`src/rtl/axi_aw_burst_split_pkg.sv`:
```
`default_nettype none
// ============================================================================
//  Module      : axi_pkg
//  Description : Shared constants and types for the AXI4-to-AXI3 AW burst
//                splitter: burst encodings, AW attribute packing, FSM states.
//  Revision    : 1.0 - initial release
// ============================================================================
package axi_pkg;

    // AxBURST encodings; 2'b11 is reserved and handled like INCR
    localparam logic [1:0] BURST_FIXED = 2'd0;
    localparam logic [1:0] BURST_INCR  = 2'd1;
    localparam logic [1:0] BURST_WRAP  = 2'd2;
    localparam logic [1:0] BURST_RSVD  = 2'd3;

    // Field widths shared by the upstream and downstream channels
    localparam int AXI4_LEN_W = 8;
    localparam int AXI3_LEN_W = 4;
    localparam int SIZE_W     = 3;
    localparam int BURST_W    = 2;

    // Packed AW attributes: {lock[1:0], cache[3:0], prot[2:0], qos[3:0]}
    localparam int AWATTR_W       = 13;
    localparam int AWATTR_QOS_LSB   = 0;
    localparam int AWATTR_QOS_W     = 4;
    localparam int AWATTR_PROT_LSB  = 4;
    localparam int AWATTR_PROT_W    = 3;
    localparam int AWATTR_CACHE_LSB = 7;
    localparam int AWATTR_CACHE_W   = 4;
    localparam int AWATTR_LOCK_LSB  = 11;
    localparam int AWATTR_LOCK_W    = 2;

    // Splitter control states
    typedef enum logic [0:0] {
        ST_IDLE  = 1'b0,
        ST_ISSUE = 1'b1
    } aw_state_e;

endpackage
`default_nettype wire

```
`src/rtl/axi_aw_burst_split_if.sv`:
```
`default_nettype none
// ============================================================================
//  Module      : axi_aw_burst_split_if
//  Description : AW channel bundle for the burst splitter. Carries the
//                upstream AXI4 command, the downstream AXI3 chunk and the
//                WRAP-length error pulse. The slave modport is the splitter's
//                view; the master modport is the view of the surrounding
//                logic that drives commands and accepts chunks.
//  Revision    : 1.0 - initial release
// ============================================================================
interface axi_aw_burst_split_if
    import axi_pkg::*;
#(
    parameter int ID_MAX_WIDTH = 16,
    parameter int ADDR_WIDTH   = 32
) ();

    // Upstream AXI4 AW command
    logic                    s_awvalid;
    logic                    s_awready;
    logic [ID_MAX_WIDTH-1:0] s_awid;
    logic [ADDR_WIDTH-1:0]   s_awaddr;
    logic [AXI4_LEN_W-1:0]   s_awlen;
    logic [SIZE_W-1:0]       s_awsize;
    logic [BURST_W-1:0]      s_awburst;
    logic [AWATTR_W-1:0]     s_awattr;

    // Downstream AXI3 AW chunk
    logic                    m_awvalid;
    logic                    m_awready;
    logic [ID_MAX_WIDTH-1:0] m_awid;
    logic [ADDR_WIDTH-1:0]   m_awaddr;
    logic [AXI3_LEN_W-1:0]   m_awlen;
    logic [SIZE_W-1:0]       m_awsize;
    logic [BURST_W-1:0]      m_awburst;
    logic [AWATTR_W-1:0]     m_awattr;
    logic                    m_split_last;

    // Over-long WRAP command accepted
    logic                    err_wrap;

    modport slave (
        input  s_awvalid, s_awid, s_awaddr, s_awlen, s_awsize, s_awburst, s_awattr,
        input  m_awready,
        output s_awready,
        output m_awvalid, m_awid, m_awaddr, m_awlen, m_awsize, m_awburst, m_awattr,
        output m_split_last, err_wrap
    );

    modport master (
        output s_awvalid, s_awid, s_awaddr, s_awlen, s_awsize, s_awburst, s_awattr,
        output m_awready,
        input  s_awready,
        input  m_awvalid, m_awid, m_awaddr, m_awlen, m_awsize, m_awburst, m_awattr,
        input  m_split_last, err_wrap
    );

endinterface
`default_nettype wire

```
`src/rtl/axi_aw_burst_split.sv`:
```
`default_nettype none
// ============================================================================
//  Module      : axi_aw_burst_split
//  Description : Splits one AXI4 AW command (up to 256 beats) into AXI3
//                chunks of at most MAX_BEATS beats. INCR (and reserved
//                burst 3) advances the address per chunk, FIXED keeps it,
//                WRAP is never split and flags lengths above MAX_BEATS.
//                MAX_BEATS must be a power of two in 2..16.
//  Revision    : 1.0 - initial release
// ============================================================================
module axi_aw_burst_split
    import axi_pkg::*;
#(
    parameter int ID_MAX_WIDTH = 16,
    parameter int ADDR_WIDTH   = 32,
    parameter int MAX_BEATS    = 16
) (
    input  logic                 clk,
    input  logic                 rst,
    axi_aw_burst_split_if.slave  aw
);

    // Beat counter must hold 256 (AXI4 len 255 plus one)
    localparam int               REM_W       = 9;
    localparam logic [REM_W-1:0] MAX_BEATS_R = REM_W'(MAX_BEATS);

    aw_state_e               state_q,    state_d;
    logic [REM_W-1:0]        remaining_q, remaining_d;
    logic [ADDR_WIDTH-1:0]   addr_q,     addr_d;
    logic [ID_MAX_WIDTH-1:0] id_q,       id_d;
    logic [SIZE_W-1:0]       size_q,     size_d;
    logic [BURST_W-1:0]      burst_q,    burst_d;
    logic [AWATTR_W-1:0]     attr_q,     attr_d;
    logic [AXI3_LEN_W-1:0]   wrap_len_q, wrap_len_d;
    logic                    err_wrap_q, err_wrap_d;

    logic                    w_issue;
    logic                    w_wrap;
    logic                    w_last;
    logic [REM_W-1:0]        w_chunk_beats;
    logic [AXI3_LEN_W-1:0]   w_chunk_len;
    logic [ADDR_WIDTH-1:0]   w_step;

    // Current-chunk decode from the captured command and beats still owed
    always_comb begin
        w_issue       = (state_q == ST_ISSUE);
        w_wrap        = (burst_q == BURST_WRAP);
        w_last        = w_wrap || (remaining_q <= MAX_BEATS_R);
        w_chunk_beats = (remaining_q <= MAX_BEATS_R) ? remaining_q : MAX_BEATS_R;
        w_chunk_len   = w_wrap ? wrap_len_q
                               : AXI3_LEN_W'(w_chunk_beats - REM_W'(1));
        w_step        = ADDR_WIDTH'(MAX_BEATS) << size_q;
    end

    // Next-state logic: accept in IDLE, emit and advance chunks in ISSUE
    always_comb begin
        state_d     = state_q;
        remaining_d = remaining_q;
        addr_d      = addr_q;
        id_d        = id_q;
        size_d      = size_q;
        burst_d     = burst_q;
        attr_d      = attr_q;
        wrap_len_d  = wrap_len_q;
        err_wrap_d  = 1'b0;

        case (state_q)
            ST_IDLE: begin
                if (aw.s_awvalid) begin
                    remaining_d = REM_W'(aw.s_awlen) + REM_W'(1);
                    addr_d      = aw.s_awaddr;
                    id_d        = aw.s_awid;
                    size_d      = aw.s_awsize;
                    burst_d     = aw.s_awburst;
                    attr_d      = aw.s_awattr;
                    wrap_len_d  = aw.s_awlen[AXI3_LEN_W-1:0];
                    err_wrap_d  = (aw.s_awburst == BURST_WRAP) &&
                                  (aw.s_awlen > AXI4_LEN_W'(MAX_BEATS - 1));
                    state_d     = ST_ISSUE;
                end
            end
            ST_ISSUE: begin
                if (aw.m_awready) begin
                    if (w_last) begin
                        remaining_d = '0;
                        state_d     = ST_IDLE;
                    end else begin
                        remaining_d = remaining_q - MAX_BEATS_R;
                        // WRAP never reaches here, so only FIXED holds the address
                        if (burst_q != BURST_FIXED) begin
                            addr_d = addr_q + w_step;
                        end
                    end
                end
            end
            default: begin
                state_d = ST_IDLE;
            end
        endcase
    end

    // State and captured-command registers
    always_ff @(posedge clk) begin
        if (rst) begin
            state_q     <= ST_IDLE;
            remaining_q <= '0;
            addr_q      <= '0;
            id_q        <= '0;
            size_q      <= '0;
            burst_q     <= '0;
            attr_q      <= '0;
            wrap_len_q  <= '0;
            err_wrap_q  <= 1'b0;
        end else begin
            state_q     <= state_d;
            remaining_q <= remaining_d;
            addr_q      <= addr_d;
            id_q        <= id_d;
            size_q      <= size_d;
            burst_q     <= burst_d;
            attr_q      <= attr_d;
            wrap_len_q  <= wrap_len_d;
            err_wrap_q  <= err_wrap_d;
        end
    end

    // Ready depends only on state, never on m_awready
    assign aw.s_awready    = (state_q == ST_IDLE);

    // Downstream chunk; all fields come from registers so they hold while stalled
    assign aw.m_awvalid    = w_issue;
    assign aw.m_awid       = id_q;
    assign aw.m_awaddr     = addr_q;
    assign aw.m_awlen      = w_issue ? w_chunk_len : '0;
    assign aw.m_awsize     = size_q;
    assign aw.m_awburst    = burst_q;
    assign aw.m_awattr     = attr_q;
    assign aw.m_split_last = w_issue && w_last;
    assign aw.err_wrap     = err_wrap_q;

endmodule
`default_nettype wire

```
`src/flat_wrapper.sv`:
```
// flat-port wrapper written by rule: the top's interface ports become plain ports
module axi_aw_burst_split_flat import axi_pkg::*;
#(
    parameter int ID_MAX_WIDTH = 16,
    parameter int ADDR_WIDTH   = 32,
    parameter int MAX_BEATS    = 16
)
  (clk, rst, aw_s_awvalid, aw_s_awid, aw_s_awaddr, aw_s_awlen, aw_s_awsize, aw_s_awburst, aw_s_awattr, aw_m_awready, aw_s_awready, aw_m_awvalid, aw_m_awid, aw_m_awaddr, aw_m_awlen, aw_m_awsize, aw_m_awburst, aw_m_awattr, aw_m_split_last, aw_err_wrap);
  axi_aw_burst_split_if #(.ID_MAX_WIDTH(ID_MAX_WIDTH), .ADDR_WIDTH(ADDR_WIDTH)) aw_i ();
  input  logic clk;
  input  logic rst;
  input wire logic [$bits(aw_i.s_awvalid)-1:0] aw_s_awvalid;
  input wire logic [$bits(aw_i.s_awid)-1:0] aw_s_awid;
  input wire logic [$bits(aw_i.s_awaddr)-1:0] aw_s_awaddr;
  input wire logic [$bits(aw_i.s_awlen)-1:0] aw_s_awlen;
  input wire logic [$bits(aw_i.s_awsize)-1:0] aw_s_awsize;
  input wire logic [$bits(aw_i.s_awburst)-1:0] aw_s_awburst;
  input wire logic [$bits(aw_i.s_awattr)-1:0] aw_s_awattr;
  input wire logic [$bits(aw_i.m_awready)-1:0] aw_m_awready;
  output wire logic [$bits(aw_i.s_awready)-1:0] aw_s_awready;
  output wire logic [$bits(aw_i.m_awvalid)-1:0] aw_m_awvalid;
  output wire logic [$bits(aw_i.m_awid)-1:0] aw_m_awid;
  output wire logic [$bits(aw_i.m_awaddr)-1:0] aw_m_awaddr;
  output wire logic [$bits(aw_i.m_awlen)-1:0] aw_m_awlen;
  output wire logic [$bits(aw_i.m_awsize)-1:0] aw_m_awsize;
  output wire logic [$bits(aw_i.m_awburst)-1:0] aw_m_awburst;
  output wire logic [$bits(aw_i.m_awattr)-1:0] aw_m_awattr;
  output wire logic [$bits(aw_i.m_split_last)-1:0] aw_m_split_last;
  output wire logic [$bits(aw_i.err_wrap)-1:0] aw_err_wrap;
  assign aw_i.s_awvalid = aw_s_awvalid;
  assign aw_i.s_awid = aw_s_awid;
  assign aw_i.s_awaddr = aw_s_awaddr;
  assign aw_i.s_awlen = aw_s_awlen;
  assign aw_i.s_awsize = aw_s_awsize;
  assign aw_i.s_awburst = aw_s_awburst;
  assign aw_i.s_awattr = aw_s_awattr;
  assign aw_i.m_awready = aw_m_awready;
  assign aw_s_awready = aw_i.s_awready;
  assign aw_m_awvalid = aw_i.m_awvalid;
  assign aw_m_awid = aw_i.m_awid;
  assign aw_m_awaddr = aw_i.m_awaddr;
  assign aw_m_awlen = aw_i.m_awlen;
  assign aw_m_awsize = aw_i.m_awsize;
  assign aw_m_awburst = aw_i.m_awburst;
  assign aw_m_awattr = aw_i.m_awattr;
  assign aw_m_split_last = aw_i.m_split_last;
  assign aw_err_wrap = aw_i.err_wrap;
  axi_aw_burst_split #(.ID_MAX_WIDTH(ID_MAX_WIDTH), .ADDR_WIDTH(ADDR_WIDTH), .MAX_BEATS(MAX_BEATS)) u_core (.clk(clk), .rst(rst), .aw(aw_i));
endmodule
```
`config.mk`:
```
export PLATFORM = sky130hd
export DESIGN_NAME = axi_aw_burst_split_flat
export DESIGN_NICKNAME = d
export VERILOG_FILES = /design/src/rtl/axi_aw_burst_split_pkg.sv /design/src/rtl/axi_aw_burst_split_if.sv /design/src/rtl/axi_aw_burst_split.sv /design/src/flat_wrapper.sv
export SDC_FILE = /design/constraint.sdc
export NUM_CORES = 1
export LEC_CHECK = 0
export ABC_AREA = 0
export CORE_MARGIN = 1.5
export CORE_UTILIZATION = 30
export CTS_CLUSTER_DIAMETER = 40
export CTS_CLUSTER_SIZE = 16
export DETAILED_ROUTE_END_ITERATION = 8
export DONT_BUFFER_PORTS = 1
export HOLD_SLACK_MARGIN = 0.15
export PLACE_DENSITY = 0.51
export SYNTH_ARGS = -nofsm -noshare
export SYNTH_HDL_FRONTEND = slang
export SYNTH_SLANG_ARGS = --single-unit
```
`constraint.sdc`:
```
create_clock -name clk -period 4.3 [get_ports clk]
set_clock_uncertainty 0.05 [all_clocks]
set_input_delay 1.29 -clock clk [delete_from_list [all_inputs] [get_ports clk]]
set_output_delay 1.29 -clock clk [all_outputs]
set_load 0.1 [all_outputs]
```
==> flow_summary.yaml <==
synthesis:
  ys_top_cells_by_area: "dfxtp_1 (36%), nand2_1 (10%), a21oi_1 (6.8%)"
  syn_area_sq_um: 4540
  yosysWarningCount: 0
  synth_top_cell_by_area: "dfxtp_1"
  synth_cell_types: 73
  ys.flop_type: "dfxtp_1"
  synth_xor_area_share_pct: 1.93
  synth_edf_count: 0
  seq_area_frac_synth_pct: 35.8
  postSynthCellCount: 580
  synth_compound_area_share_pct: 25.8
  synth_top_area_share_pct: 35.8
  yosys.cell_count.top_type: "nand2_1"
  synthAdderAreaFrac_pct: 3.75
  syn-mean-instance-area_sq_um: 7.82
  synth_seq_cells: 81
  synth_top_family_by_area: "simple AND/OR/NAND/NOR gates"
  async_flop_share_pct: 0
  ys_top_cells_by_count: "nand2_1 (121), dfxtp_1 (81), a21oi_1 (62)"
  syn-num-nets: 671
  synthSimpleGateAreaFrac_pct: 27.5
  synth.area.mux_share_pct: 0.662
hold_path:
  min_path_type: "register to register"
setup_path:
  critPathTopFamily: "buffers and inverters"
  critPathCaptureType: "output pin"
  cpMaxStageDelayCell: "or4b_1"
  crit_top_cell: "buf_4"
  path_buf_inv: 3
  crit_path_cell_trace: "inv_1 -> ha_1 -> or4b_1 -> o22ai_4 -> buf_4 -> nand2_1 -> xor2_1 -> a211oi_4 -> buf_4"
  critical-path-max-stage-delay_ns: 0.52
  crit_type: "register to output pin"
  required_ns: 2.96
  cp-start-kind: "register"
  critical_path.max_fanout: 12
  worstPathArrival_ns: 2.72
timing:
  fin_crit_sh_pct: 94.3
  rsz0062_at_grt: "false"
  slew_headroom_pct: 21.3
  fin_crit_ns: 4.06
  whs_ns: 0.405
  finalMaxSlewViolations: 0
  fmax_mhz: 246
  worst_slew_pin_slew_ns: 1.18
  setup-violations-final: 0
  hold_viol_final: 0
floorplan:
  die_width_um: 126
  num_rows: 44
  start_util_pct: 31.0
  io_pins: 152
  core_sq_um: 14600
  die_height_um: 126
  die-area_sq_um: 15900
finish:
  nets: 681
  drive_above_1_share_pct: 14.1
  n_antenna_cell: 0
  fin_util_pct: 35.9
  area_growth_pct: 15.8
route:
  antenna_left: 0
  vias_per_cell: 5.71
  drc: 12
  wl_per_cell_um: 18.3
  drt-pass1-iter-count: 6
  vias: 4445
  drtIter0Drc: 304
  routed_wl_mm: 14.3
status:
  outcome: "complete, but fails checks"
  violations: "design-rule violations"
clocking:
  clockBufferDepth: 2
  hold_buffers: 0
  cts-root-buf: "clkbuf_16"
  clk_pin_slew_ns: 0.07
  postCtsSetupRepairBufs: 0
  cts_resized: 0
  clkSinkCount: 81
  cts_made_buffers: 9
  cts_tree: "done"
  clk_latency_ns: 0.35
  ctsHtreeMaxLevel: 3
power_and_ir_drop:
  power.density_nw_per_um2: 462
  power_uw: 2430
  max-vdd-ir-drop_uv: 196
  p_leak_uw: 0.00193
grt:
  grt_pass1_vias: 4417
  overflow: 0
  grt_max_degree: 74
  grt_pass1_wl_mm: 23.0
  antenna_found_initial: 0
  grt_usage_pct: 18.2
place:
  gp_congestion: 0.846
  portBuffers: 0
  hpwl_mm: 10.1
job:
  maxCapViolations: 0
where the power goes:
part / leakage, uW / switching [uW] / internal [uW]
registers: 0.000666 / 220 / 805
logic: 0.00111 / 427 / 154
clock network: 0.000150 / 357 / 464
metal layers:
metal,wire (um),track usage (%),up-vias
met5,0,0,-
met1,5960,22.2,2070
met4,285,7.17,0
met3,1450,5.65,25
li1,-,-,2149
met2,6580,30.0,201
stage by stage:
step / setup slack, ns / std cells / area [sq um] / setup TNS (ns)
6_report: 0.243 / 779 / 5250 / 0
5_1_grt: 0.105 / 779 / 5250 / 0
4_1_cts: 0.221 / 779 / 5250 / 0
3_5_place_dp: 0.610 / 763 / 4940 / 0
3_3_place_gp: 0.658 / 763 / 4940 / 0
2_1_floorplan: -0.274 / 580 / 4550 / -0.874
state kept, by name (all words and copies together), names as in the netlist:
register and count:
u_core.remaining_q 9, u_core.aw.m_awburst 2, u_core.aw.err_wrap 1, u_core.aw.m_awaddr 32, u_core.aw.m_awvalid 1, u_core.aw.m_awid 16
u_core.aw.m_awattr 13, u_core.wrap_len_q 4, u_core.aw.m_awsize 3
tightest hold or removal path, stage by stage, from the launching register on:
cell	delay, ns
dfxtp_1	0.31
nand2_1	0.05
a21oi_1	0.05
cell families after synthesis:
kind of cell,after synthesis
and+or+nand+nor,260
AOI/OAI and AO/OA,163
DFF,81
buffers and inverters,50
adders and majority gates,13
xor gates and xnor gates,10
muxes,3
placed cells by master, fill, tap and decap left out, drive strengths merged, types with 4 or more instances in the layout:
| cell | Yosys | layout |
|---|---|---|
| buf | 9 | 38 |
| a21o | 5 | 5 |
| a311oi | 8 | 8 |
| and2 | 5 | 5 |
| o211ai | 5 | 5 |
| or4 | 4 | 4 |
| a22o | 4 | 4 |
| nor2 | 31 | 31 |
| clkbuf | 30 | 9 |
| nand4 | 14 | 14 |
| ha | 12 | 12 |
| nor2b | 5 | 5 |
| nand3 | 14 | 14 |
| dfxtp | 81 | 81 |
| a211oi | 13 | 13 |
| a31oi | 14 | 14 |
| nand2b | 4 | 4 |
| xnor2 | 6 | 6 |
| or2 | 4 | 4 |
| o221ai | 5 | 5 |
| a21oi | 64 | 64 |
| nand2 | 121 | 121 |
| xor2 | 4 | 4 |
| and3 | 19 | 19 |
| o31ai | 6 | 6 |
| o21ai | 11 | 11 |
| nor3 | 14 | 14 |
| inv | 10 | 15 |
| nor4 | 9 | 9 |
cell type report:
class | instances | area [sq um]
inverters | 11 | 41.3
clock inverters | 7 | 86.3
fillers | 1547 | 9390
well taps | 184 | 230
flip-flops and latches | 81 | 1620
multi-input cells | 449 | 2760
clock buffers | 9 | 225
repair buffers | 38 | 285
worst paths after layout:
kind	startpoint	end	slack, ns	cells past startpoint
worst max-delay path	u_core.remaining_q[5]	aw_m_awlen[2]	0.24	9
worst max register to register	u_core.aw.m_awsize[2]	u_core.aw.m_awaddr[26]	1.35	7
worst min register to register	u_core.wrap_len_q[3]	u_core.wrap_len_q[3]	0.40	2
worst min-delay path	u_core.wrap_len_q[3]	u_core.wrap_len_q[3]	0.40	2
(Power assumes the default switching activity.)
